**src/rtl/nonce_sweeper_pkg.sv**
```systemverilog
// Shared definitions for the nonce sweeper: job field widths, the job and
// hash-request payloads, and the sweep state encoding.
package nonce_sweeper_pkg;

  localparam int unsigned MIDSTATE_W    = 256;
  localparam int unsigned DATA_W        = 96;
  localparam int unsigned NONCE_W       = 32;
  localparam int unsigned HASH_W        = 256;
  localparam int unsigned DEFAULT_TAG_W = 2;
  localparam int unsigned DROP_W        = 8;
  localparam int unsigned JOB_SIZE      = MIDSTATE_W + DATA_W + 2 * NONCE_W;

  typedef enum logic [1:0] {
    ST_IDLE  = 2'd0,
    ST_SWEEP = 2'd1,
    ST_DRAIN = 2'd2
  } sweep_state_e;

  // Job as delivered by the UART receiver.
  typedef struct packed {
    logic [MIDSTATE_W-1:0] midstate;
    logic [DATA_W-1:0]     data;
    logic [NONCE_W-1:0]    nonce_min;
    logic [NONCE_W-1:0]    nonce_max;
  } job_t;

  // Constant part of every hasher request for one job.
  typedef struct packed {
    logic [MIDSTATE_W-1:0] midstate;
    logic [DATA_W-1:0]     data;
  } hash_req_t;

  // An inverted range means there is nothing to issue.
  function automatic logic range_empty(input logic [NONCE_W-1:0] lo,
                                       input logic [NONCE_W-1:0] hi);
    return lo > hi;
  endfunction

endpackage

```
**src/rtl/nonce_sweeper_golden_reporter.sv**
```systemverilog
// Golden nonce reporter: one-entry pending slot, hold-off counter between
// reports, toggle-style report flag and saturating drop counter.
// Ports:
//   hash_clk, reset          clock, async active-high reset
//   golden, golden_in        qualified winning result and its nonce
//   golden_nonce             last reported nonce, stable between toggles
//   new_golden_nonce         toggles once per reported nonce
//   drop_count               winners lost because the slot was full
module nonce_sweeper_golden_reporter
  import nonce_sweeper_pkg::*;
#(
  parameter int unsigned GOLDEN_HOLD = 64
) (
  input  logic               hash_clk,
  input  logic               reset,
  input  logic               golden,
  input  logic [NONCE_W-1:0] golden_in,
  output logic [NONCE_W-1:0] golden_nonce,
  output logic               new_golden_nonce,
  output logic [DROP_W-1:0]  drop_count
);

  localparam int unsigned HOLD_W = (GOLDEN_HOLD > 1) ? $clog2(GOLDEN_HOLD) : 1;

  logic               pending_vld;
  logic [NONCE_W-1:0] pending_nonce;
  logic [HOLD_W-1:0]  hold;
  logic               report_c;
  logic               slot_free_c;

  assign report_c    = pending_vld && (hold == '0);
  // The slot may be emptied by a report and refilled in the same cycle.
  assign slot_free_c = !pending_vld || report_c;

  // Report pending nonce once the hold-off window has expired.
  always_ff @(posedge hash_clk or posedge reset) begin
    if (reset) begin
      golden_nonce     <= '0;
      new_golden_nonce <= 1'b0;
      hold             <= '0;
    end else if (report_c) begin
      golden_nonce     <= pending_nonce;
      new_golden_nonce <= ~new_golden_nonce;
      hold             <= HOLD_W'(GOLDEN_HOLD - 1);
    end else if (hold != '0) begin
      hold <= hold - HOLD_W'(1);
    end
  end

  // Pending slot fill/empty.
  always_ff @(posedge hash_clk or posedge reset) begin
    if (reset) begin
      pending_vld   <= 1'b0;
      pending_nonce <= '0;
    end else if (golden && slot_free_c) begin
      pending_vld   <= 1'b1;
      pending_nonce <= golden_in;
    end else if (report_c) begin
      pending_vld <= 1'b0;
    end
  end

  // Saturating count of winners that found the slot occupied.
  always_ff @(posedge hash_clk or posedge reset) begin
    if (reset) begin
      drop_count <= '0;
    end else if (golden && !slot_free_c && (drop_count != '1)) begin
      drop_count <= drop_count + DROP_W'(1);
    end
  end

endmodule

```
**src/rtl/nonce_sweeper.sv**
```systemverilog
// Nonce sweeper: walks [nonce_min, nonce_max] into a pipelined SHA-256d
// hasher, filters returned hashes against a leading-zero difficulty and
// hands winners to the golden reporter.
// Ports:
//   hash_clk, reset                       clock, async active-high reset
//   new_work, midstate, work_data,
//   nonce_min, nonce_max                  job from the receiver
//   hash_ready, hash_start, hash_midstate,
//   hash_data, hash_nonce, hash_tag       request channel to the hasher
//   result_valid, result_hash,
//   result_nonce, result_tag              result channel from the hasher
//   golden_nonce, new_golden_nonce        winner report to the receiver
//   busy, sweep_done, drop_count          status
module nonce_sweeper
  import nonce_sweeper_pkg::*;
#(
  parameter int unsigned ZERO_BITS   = 32,
  parameter int unsigned TAG_W       = DEFAULT_TAG_W,
  parameter int unsigned INFLIGHT_W  = 8,
  parameter int unsigned GOLDEN_HOLD = 64
) (
  input  logic                  hash_clk,
  input  logic                  reset,
  input  logic                  new_work,
  input  logic [MIDSTATE_W-1:0] midstate,
  input  logic [DATA_W-1:0]     work_data,
  input  logic [NONCE_W-1:0]    nonce_min,
  input  logic [NONCE_W-1:0]    nonce_max,
  input  logic                  hash_ready,
  output logic                  hash_start,
  output logic [MIDSTATE_W-1:0] hash_midstate,
  output logic [DATA_W-1:0]     hash_data,
  output logic [NONCE_W-1:0]    hash_nonce,
  output logic [TAG_W-1:0]      hash_tag,
  input  logic                  result_valid,
  input  logic [HASH_W-1:0]     result_hash,
  input  logic [NONCE_W-1:0]    result_nonce,
  input  logic [TAG_W-1:0]      result_tag,
  output logic [NONCE_W-1:0]    golden_nonce,
  output logic                  new_golden_nonce,
  output logic                  busy,
  output logic                  sweep_done,
  output logic [DROP_W-1:0]     drop_count
);

  sweep_state_e          state_q, state_d;
  logic [JOB_SIZE-1:0]   job_flat_c;
  job_t                  job_c;
  hash_req_t             req_q;
  logic [NONCE_W-1:0]    nonce_max_q;
  logic [NONCE_W-1:0]    cur_q;
  logic [TAG_W-1:0]      tag_q;
  logic [INFLIGHT_W-1:0] inflight_q;
  logic                  transfer_c;
  logic                  last_c;
  logic                  golden_c;

  assign job_flat_c = {midstate, work_data, nonce_min, nonce_max};
  assign job_c      = job_t'(job_flat_c);

  assign hash_start    = (state_q == ST_SWEEP);
  assign transfer_c    = hash_start && hash_ready;
  assign last_c        = (cur_q == nonce_max_q);
  assign hash_midstate = req_q.midstate;
  assign hash_data     = req_q.data;
  assign hash_nonce    = cur_q;
  assign hash_tag      = tag_q;
  assign busy          = (state_q != ST_IDLE);
  assign sweep_done    = (state_q == ST_DRAIN) && (inflight_q == '0);

  // State register.
  always_ff @(posedge hash_clk or posedge reset) begin
    if (reset) state_q <= ST_IDLE;
    else       state_q <= state_d;
  end

  // Next-state logic; a new job overrides whatever the sweep was doing.
  always_comb begin
    state_d = state_q;
    unique case (state_q)
      ST_IDLE:  state_d = ST_IDLE;
      ST_SWEEP: if (transfer_c && last_c) state_d = ST_DRAIN;
      ST_DRAIN: if (inflight_q == '0) state_d = ST_IDLE;
      default:  state_d = ST_IDLE;
    endcase
    if (new_work) begin
      state_d = range_empty(job_c.nonce_min, job_c.nonce_max) ? ST_DRAIN : ST_SWEEP;
    end
  end

  // Job latch, tag and nonce cursor. The cursor stops at nonce_max so an
  // all-ones upper bound never wraps back to zero.
  always_ff @(posedge hash_clk or posedge reset) begin
    if (reset) begin
      req_q       <= '0;
      nonce_max_q <= '0;
      cur_q       <= '0;
      tag_q       <= '0;
    end else if (new_work) begin
      req_q.midstate <= job_c.midstate;
      req_q.data     <= job_c.data;
      nonce_max_q    <= job_c.nonce_max;
      cur_q          <= job_c.nonce_min;
      tag_q          <= tag_q + TAG_W'(1);
    end else if (transfer_c && !last_c) begin
      cur_q <= cur_q + NONCE_W'(1);
    end
  end

  // Outstanding requests, including ones from superseded jobs. Clamped at
  // zero so results still in the hasher after a reset are harmless.
  always_ff @(posedge hash_clk or posedge reset) begin
    if (reset) begin
      inflight_q <= '0;
    end else begin
      unique case ({transfer_c, result_valid})
        2'b10:   inflight_q <= inflight_q + INFLIGHT_W'(1);
        2'b01:   if (inflight_q != '0) inflight_q <= inflight_q - INFLIGHT_W'(1);
        default: inflight_q <= inflight_q;
      endcase
    end
  end

  // Winner: current-job tag (pre-update on a coinciding new_work) and
  // enough leading zero bits. Results arriving while idle are stale.
  assign golden_c = result_valid && (state_q != ST_IDLE) && (result_tag == tag_q) &&
                    (result_hash[HASH_W-1 -: ZERO_BITS] == '0);

  generate
    if (ZERO_BITS < HASH_W) begin : g_low_hash
      logic unused_low_hash;
      assign unused_low_hash = ^result_hash[HASH_W-ZERO_BITS-1:0];
    end
  endgenerate

  nonce_sweeper_golden_reporter #(
    .GOLDEN_HOLD(GOLDEN_HOLD)
  ) u_reporter (
    .hash_clk        (hash_clk),
    .reset           (reset),
    .golden          (golden_c),
    .golden_in       (result_nonce),
    .golden_nonce    (golden_nonce),
    .new_golden_nonce(new_golden_nonce),
    .drop_count      (drop_count)
  );

endmodule

```
**config.mk**
```make
export PLATFORM = sky130hd
export DESIGN_NAME = nonce_sweeper
export DESIGN_NICKNAME = d
export VERILOG_FILES = /design/src/rtl/nonce_sweeper_pkg.sv /design/src/rtl/nonce_sweeper_golden_reporter.sv /design/src/rtl/nonce_sweeper.sv
export SDC_FILE = /design/constraint.sdc
export NUM_CORES = 1
export LEC_CHECK = 0
export ABC_AREA = 1
export BUFFER_PORTS_ARGS = -buffer_cell sky130_fd_sc_hd__buf_2
export CAP_MARGIN = 20
export CORE_AREA = 2 2 449 451
export DETAILED_ROUTE_END_ITERATION = 16
export DIE_AREA = 0 0 451 453
export GPL_TIMING_DRIVEN = 0
export HOLD_SLACK_MARGIN = 0.03
export PLACE_DENSITY = 0.38
export RECOVER_POWER = 50
export SYNTH_ARGS = -nofsm -noshare
export SYNTH_HDL_FRONTEND = slang
export SYNTH_SLANG_ARGS = --single-unit
```
**constraint.sdc**
```tcl
create_clock -name hash_clk -period 27.2 [get_ports hash_clk]
set_clock_uncertainty 0.05 [all_clocks]
set_input_delay 4.08 -clock hash_clk [delete_from_list [all_inputs] [get_ports hash_clk]]
set_output_delay 4.08 -clock hash_clk [all_outputs]
set_load 0.02 [all_outputs]
```
==> key figures, run 1 <==
Run status
  – Status: finished, violations left
  – Violations in the final reports: max-capacitance violations, max-slew violations

Detailed routing
  – Detailed-route via count: 21875
  – Iteration count of the initial detailed-routing pass: 5
  – First-iteration detailed-routing DRC count: 1210
  – Post-detailed-route wirelength per cell: 21.9 um
  – DRC: 0
  – Via count normalized by instance count: 3.40
  – Antenna-violating nets left: 0
  – Total wire length after detailed routing: 141 mm

Min path
  – Start point of the worst hold path: hash_data[47]
  – Type of the worst min-delay path: reg2reg
  – Hold endpoint: hash_data[47]
  – Worst Hold Depth: 2

Timing
  – Smallest setup slack after layout: 15090 ps
  – Max Clock Freq: 0.0826 GHz
  – Final worst path period share: 44.5%
  – # setup viols final: 0
  – Final hold vios: 0
  – RSZ-0062 raised after global routing: false
  – Slew HR: -315%
  – Time the final worst path needs with I/O delays and setup: 12110 ps
  – Transition at the pin with the smallest max-transition slack: 6220 ps
  – Final worst hold slack: 417 ps
  – Summed negative setup slack over all endpoints: 0 ps
  – Final slew viol count: 309

Placement
  – Placement Setup Slack: 19940 ps
  – Placed Cells incl. Taps: 6274
  – GPL Wtd Cong: 0.854
  – Placed inst area: 0.0306 mm^2
  – Buffers added on ports: 916
  – Post-DP HPWL: 118 mm

Worst setup path
  – Count of cells along the worst register-to-register path: 6
  – Critical Path End Type: asynchronous set/reset pin
  – Terminus of the critical flop-to-flop path: u_reporter.pending_nonce[1]
  – Critical path data arrival time: 11310 ps
  – Launch instance of the worst register-to-register path: hash_tag[1]
  – CP Class: in2async
  – Worst-path fanout max: 109
  – Startpoint Class: input port
  – R2r setup slk: 24390 ps
  – Data required time at the worst endpoint: 26400 ps

Die
  – Initial core utilization: 11.3%
  – Standard-cell row count: 164
  – Area of the placeable core: 0.199 mm^2
  – Die width: 451 um
  – Top-Level Pins: 1141
  – Overall die height: 453 um
  – Die ar.: 0.204 mm^2

Global routing
  – Wire length of the first global-routing pass: 187 mm
  – Global-route usage over all layers: 13.4%
  – Overflow left after global routing: 0
  – Maximum number of pins on one net before global-route repair: 114
  – Number of antenna violations at the first check in global routing: 60
  – Number of global-route vias before repair: 21728

CTS
  – Number of buffers added for setup after CTS: 0
  – Clock buffer depth: 3
  – Total clock sinks: 508
  – CTS buffer count: 73
  – Hold bufs inserted after CTS: 0
  – CTS H-Tree Depth: 3
  – Register clock-pin slew on the reported worst setup and hold paths: 50 ps
  – Clk Latency, worst-skew pair: 670 ps
  – CTS Root Buffer Type: clkbuf_16
  – Total of cells resized after clock tree synthesis: 0
  – Clock tree from TritonCTS: yes

Cells and area
  – Post-route non-filler standard cell count: 6425
  – Share of final-layout standard cells stronger than drive strength 1: 23.0%
  – Syn-to-layout area delta: 44.4%
  – Core Util, Final: 16.3%
  – Final standard cell area without fillers: 0.0325 mm^2
  – Final layout net count: 4446

Synth
  – Sequential cell area fraction in the yosys report: 56.4%
  – Synthesized netlist cell count: 2695
  – Area share of the leading cell type in the synthesized netlist: 56.4%
  – Combined area of all synthesized cells: 0.0225 mm^2
  – Count of state elements after synthesis: 508
  – Post-synthesis async set-or-reset flop share: 100%
  – Biggest area contributors in the synthesized netlist: dfrtp_1, nand2_1, inv_1
  – Warning count from the yosys run: 0
  – Number of distinct standard cells referenced by the synthesized netlist: 42
  – Dominant register cell in the synthesized netlist: dfrtp_1
  – Syn Nets: 3448
  – Number of flops mapped to enable cells by yosys: 0
  – Syn_area_per_cell: 8.36 um^2
  – Library cell occupying the most area in the post-synthesis netlist: dfrtp_1

Flow run
  – Max-cap viol count: 3

Power and ir drop
  – Final total power: 2.32 mW
  – IR drop worst, VDD: 40.9 uV
  – P per Cell Area: 71.2 mW/mm^2
  – Leakage: 16.7 nW
## placed cells by master, fill, tap and decap left out, types with 6 or more instances in the layout
master | synthesis | final
nand2_1 | 1403 | 1404
buf_2 | 6 | 670
dfrtp_1 | 508 | 508
clkbuf_1 | 86 | 353
inv_1 | 176 | 178
nor2_1 | 77 | 77
o21ai_0 | 61 | 74
clkbuf_16 | 0 | 74
nand3_1 | 60 | 61
ha_1 | 41 | 41
nand4_1 | 35 | 35
o21ai_1 | 30 | 30
xor2_1 | 26 | 26
mux2_1 | 3 | 25
nor3_1 | 22 | 23
a21oi_1 | 21 | 21
clkbuf_8 | 0 | 17
diode_2 | 0 | 16
clkinv_2 | 0 | 15
inv_2 | 17 | 14
o21ai_2 | 23 | 10
buf_1 | 8 | 8
nand2_2 | 6 | 6
## per-layer routing
layer | vias to the layer above | routed length [um] | part of all wire [%] | global-route usage, %
li1 | 10376 | - | - | -
met1 | 10587 | 59700 | 43 | 16.7
met2 | 703 | 66800 | 48 | 21.9
met3 | 173 | 8640 | 6.1 | 3.34
met4 | 36 | 5070 | 3.6 | 5.27
met5 | - | 229 | 0.16 | 0
## cell families after synthesis
| group | Yosys count | share of synthesized area (%) |
|---|---|---|
| DFF | 508 | 56.4 |
| adders and majority gates | 42 | 2.37 |
| AOI/OAI and AO/OA | 144 | 3.68 |
| xor gates and xnor gates | 31 | 1.20 |
| muxes | 32 | 2.00 |
| buffers and inverters | 301 | 5.31 |
| and+or+nand+nor | 1637 | 29.0 |
## critical path, stage by stage
cell and delay [ps]:
buf_2 100, clkinvlp_2 2420, clkbuf_1 4430
## power by group
part | leakage (nW) | internal [mW] | total, mW | switching, mW
Sequential | 6.31 | 0.824 | 0.882 | 0.0581
Clock | 1.21 | 0.580 | 0.994 | 0.414
Combinational | 9.22 | 0.125 | 0.442 | 0.316
## final cells by class
cell class / instances / area (um^2)
fill: 23001 / 167000
timing repair buffer: 923 / 4360
clock buffer: 102 / 2130
inverter: 193 / 726
tap: 2656 / 3320
antenna: 16 / 40.0
buffer: 108 / 453
clock inverter: 33 / 325
sequential: 508 / 12700
multi-input combinational: 1886 / 8480
## sequential cells by signal, summed over array words and instances (netlist names), 6 cells and up
signal	flops
u_reporter.drop_count	8
u_reporter.pending_nonce	32
nonce_max_q	32
hash_nonce	32
hash_midstate	256
u_reporter.golden_nonce	32
inflight_q	8
hash_data	96
u_reporter.hold	6
## how the worst max path moves through the flow
| stage | from | to |
|---|---|---|
| floorplan | reset | hash_data[0] |
| global placement | reset | hash_midstate[222] |
| detailed placement | new_work | hash_data[4] |
| CTS | new_work | hash_data[4] |
| global route | reset | hash_midstate[250] |
| finish | reset | hash_midstate[228] |
## cell usage after synthesis, drive strengths merged (2+ instances only)
master  instances
a21o            2
a21oi          21
buf            22
clkbuf         86
dfrtp         508
ha             41
inv           193
mux2           32
nand2        1414
nand3          64
nand4          35
nor2           86
nor3           25
nor3b           2
nor4            5
o21ai         114
o31ai           3
or2             5
xnor2           5
xor2           26
Note: power is estimated with default switching activity, not from simulation.
==> run 2, diff against run 1 <==
--- a/config.mk
+++ b/config.mk
@@ -13,7 +13,7 @@
 export DIE_AREA = 0 0 451 453
 export GPL_TIMING_DRIVEN = 0
 export HOLD_SLACK_MARGIN = 0.03
-export PLACE_DENSITY = 0.38
+export PLACE_DENSITY = 0.39
 export RECOVER_POWER = 50
 export SYNTH_ARGS = -nofsm -noshare
 export SYNTH_HDL_FRONTEND = slang
==> constraint.sdc (replaced) <==
create_clock -name hash_clk -period 10.8 [get_ports hash_clk]
set_clock_uncertainty 0.05 [all_clocks]
set_input_delay 1.62 -clock hash_clk [delete_from_list [all_inputs] [get_ports hash_clk]]
set_output_delay 1.62 -clock hash_clk [all_outputs]
set_load 0.02 [all_outputs]
==> key figures, run 2 (synthesis results as in run 1) <==
Run status
  – Status: finished, violations left
  – Violations in the final reports: max-capacitance violations, max-slew violations

Global routing
  – Wire length of the first global-routing pass: 186 mm
  – Number of global-route vias before repair: 21971
  – Overflow left after global routing: 0
  – Number of antenna violations at the first check in global routing: 55
  – Global-route usage over all layers: 13.3%
  – Maximum number of pins on one net before global-route repair: 39

Die
  – Die width: 451 um
  – Area of the placeable core: 0.199 mm^2
  – Standard-cell row count: 164
  – Initial core utilization: 11.3%
  – Overall die height: 453 um
  – Die ar.: 0.204 mm^2
  – Top-Level Pins: 1141

Timing
  – Time the final worst path needs with I/O delays and setup: 6290 ps
  – Max Clock Freq: 0.159 GHz
  – Final slew viol count: 175
  – Slew HR: -35.7%
  – RSZ-0062 raised after global routing: false
  – Final worst path period share: 58.3%
  – # setup viols final: 0
  – Transition at the pin with the smallest max-transition slack: 2040 ps
  – Final hold vios: 0

Worst setup path
  – Critical Path End Type: asynchronous set/reset pin
  – CP Class: in2async
  – Cell type with the highest occurrence count on the critical path: clkbuf_1
  – Critical path buffers and inverters: 7
  – Crit-path max cell delay: 1530 ps
  – Startpoint Class: input port
  – Slowest library cell on the worst path: clkbuf_1
  – Worst-path fanout max: 35
  – Data required time at the worst endpoint: 11590 ps
  – Critical path data arrival time: 7080 ps
  – Critical-path cell list: buf_2, clkinvlp_2, clkbuf_1, clkbuf_1, buf_12, clkbuf_1, buf_12
  – Kind of cell with the highest combined delay on the critical path: buffers and inverters

Cells and area
  – Fillcell total: 22915
  – Final layout net count: 4456
  – Leading cell types in the layout, fill and taps excluded: nand2_1, buf_2, dfrtp_1
  – Core Util, Final: 16.4%
  – Syn-to-layout area delta: 45.1%
  – Largest register FFs: 256
  – Share of final-layout standard cells stronger than drive strength 1: 24.7%
  – Most common cell after layout, fill and taps aside: nand2_1

Detailed routing
  – DRC: 0
  – Antenna-violating nets left: 0
  – Post-detailed-route wirelength per cell: 21.7 um
  – Detailed-route via count: 21969
  – Iteration count of the initial detailed-routing pass: 5
  – First-iteration detailed-routing DRC count: 1246
  – Via count normalized by instance count: 3.42
  – Total wire length after detailed routing: 140 mm

Power and ir drop
  – Leakage: 16.9 nW
  – Final total power: 5.81 mW
  – IR drop worst, VDD: 98.2 uV
  – P per Cell Area: 178 mW/mm^2

CTS
  – Total of cells resized after clock tree synthesis: 0
  – Register clock-pin slew on the reported worst setup and hold paths: 60 ps
  – CTS Root Buffer Type: clkbuf_16
  – Clock tree from TritonCTS: yes
  – Hold bufs inserted after CTS: 0
  – Clk Latency, worst-skew pair: 650 ps
  – Number of buffers added for setup after CTS: 0
  – CTS H-Tree Depth: 3
  – Clock buffer depth: 3
  – CTS buffer count: 71
  – Total clock sinks: 508

Placement
  – Buffers added on ports: 916
  – GPL Wtd Cong: 0.879
  – Post-DP HPWL: 118 mm

Min path
  – Type of the worst min-delay path: reg2reg

Flow run
  – Max-cap viol count: 6
run 2: cell types whose count changed in the layout (fill, tap and decap cells not counted), moves of 3 or more:
cell,delta
o21ai_2,+3
clkinv_8,-3
clkinv_2,-6
buf_2,+61
buf_12,+9
clkbuf_8,-3
clkbuf_16,-3
o21ai_0,-3
clkbuf_1,-54
bufinv_16,+3
run 2: final timing paths:
path	startpoint	to	slack [ps]	depth (start not counted)
max	reset	hash_midstate[118]	4510	7
min	hash_data[49]	hash_data[49]	410	2
max reg2reg	u_reporter.hold[0]	u_reporter.golden_nonce[13]	8070	10
min reg2reg	hash_data[49]	hash_data[49]	410	2
max in group hash_clk	new_work	hash_midstate[249]	6560	6
min in group asynchronous	reset	hash_midstate[40]	1120	2
run 2: tightest hold or removal path: stages, from the launching register on:
cell	delay, ps
dfrtp_1	330
nand2_1	50
nand2_1	40
run 2: cell type report:
type	instances	area [um^2]	area share, %
repair buffers	935	4610	14.1
flip-flops and latches	508	12700	38.9
multi-input cells	1886	8490	26.0
clock inverters	26	315	0.964
clock buffers	100	2030	6.20
well taps	2656	3320	10.2
diodes	17	42.5	0.130
inverters	193	726	2.22
plain buffers	108	453	1.39
run 2: metrics by stage:
stage               std cells  cell area (um^2)  hold WS [ps]   TNS, ps  worst slack (ps)
global route             6418             32700           429         0              3500
detailed placement       6286             30800           403         0              6120
finish                   6429             32700           411         0              4510
CTS                      6412             33200           417         0              6870
floorplan                2695             22500           393         0              2230
global placement         6267             30400           402  -1016450             -2180
run 2: power by group:
group          total [mW]  leakage (nW)  internal (mW)  switching (mW)
registers            2.23          6.31           2.07           0.152
clock network        2.46          1.14           1.45            1.01
logic                1.13          9.49          0.327           0.798
run 2: per-layer routing:
metal | global-route usage (%) | part of all wire [%]
met5 | 0 | 0.10
met4 | 5.69 | 4.4
met3 | 3.01 | 5.6
met2 | 21.7 | 47
met1 | 16.8 | 43
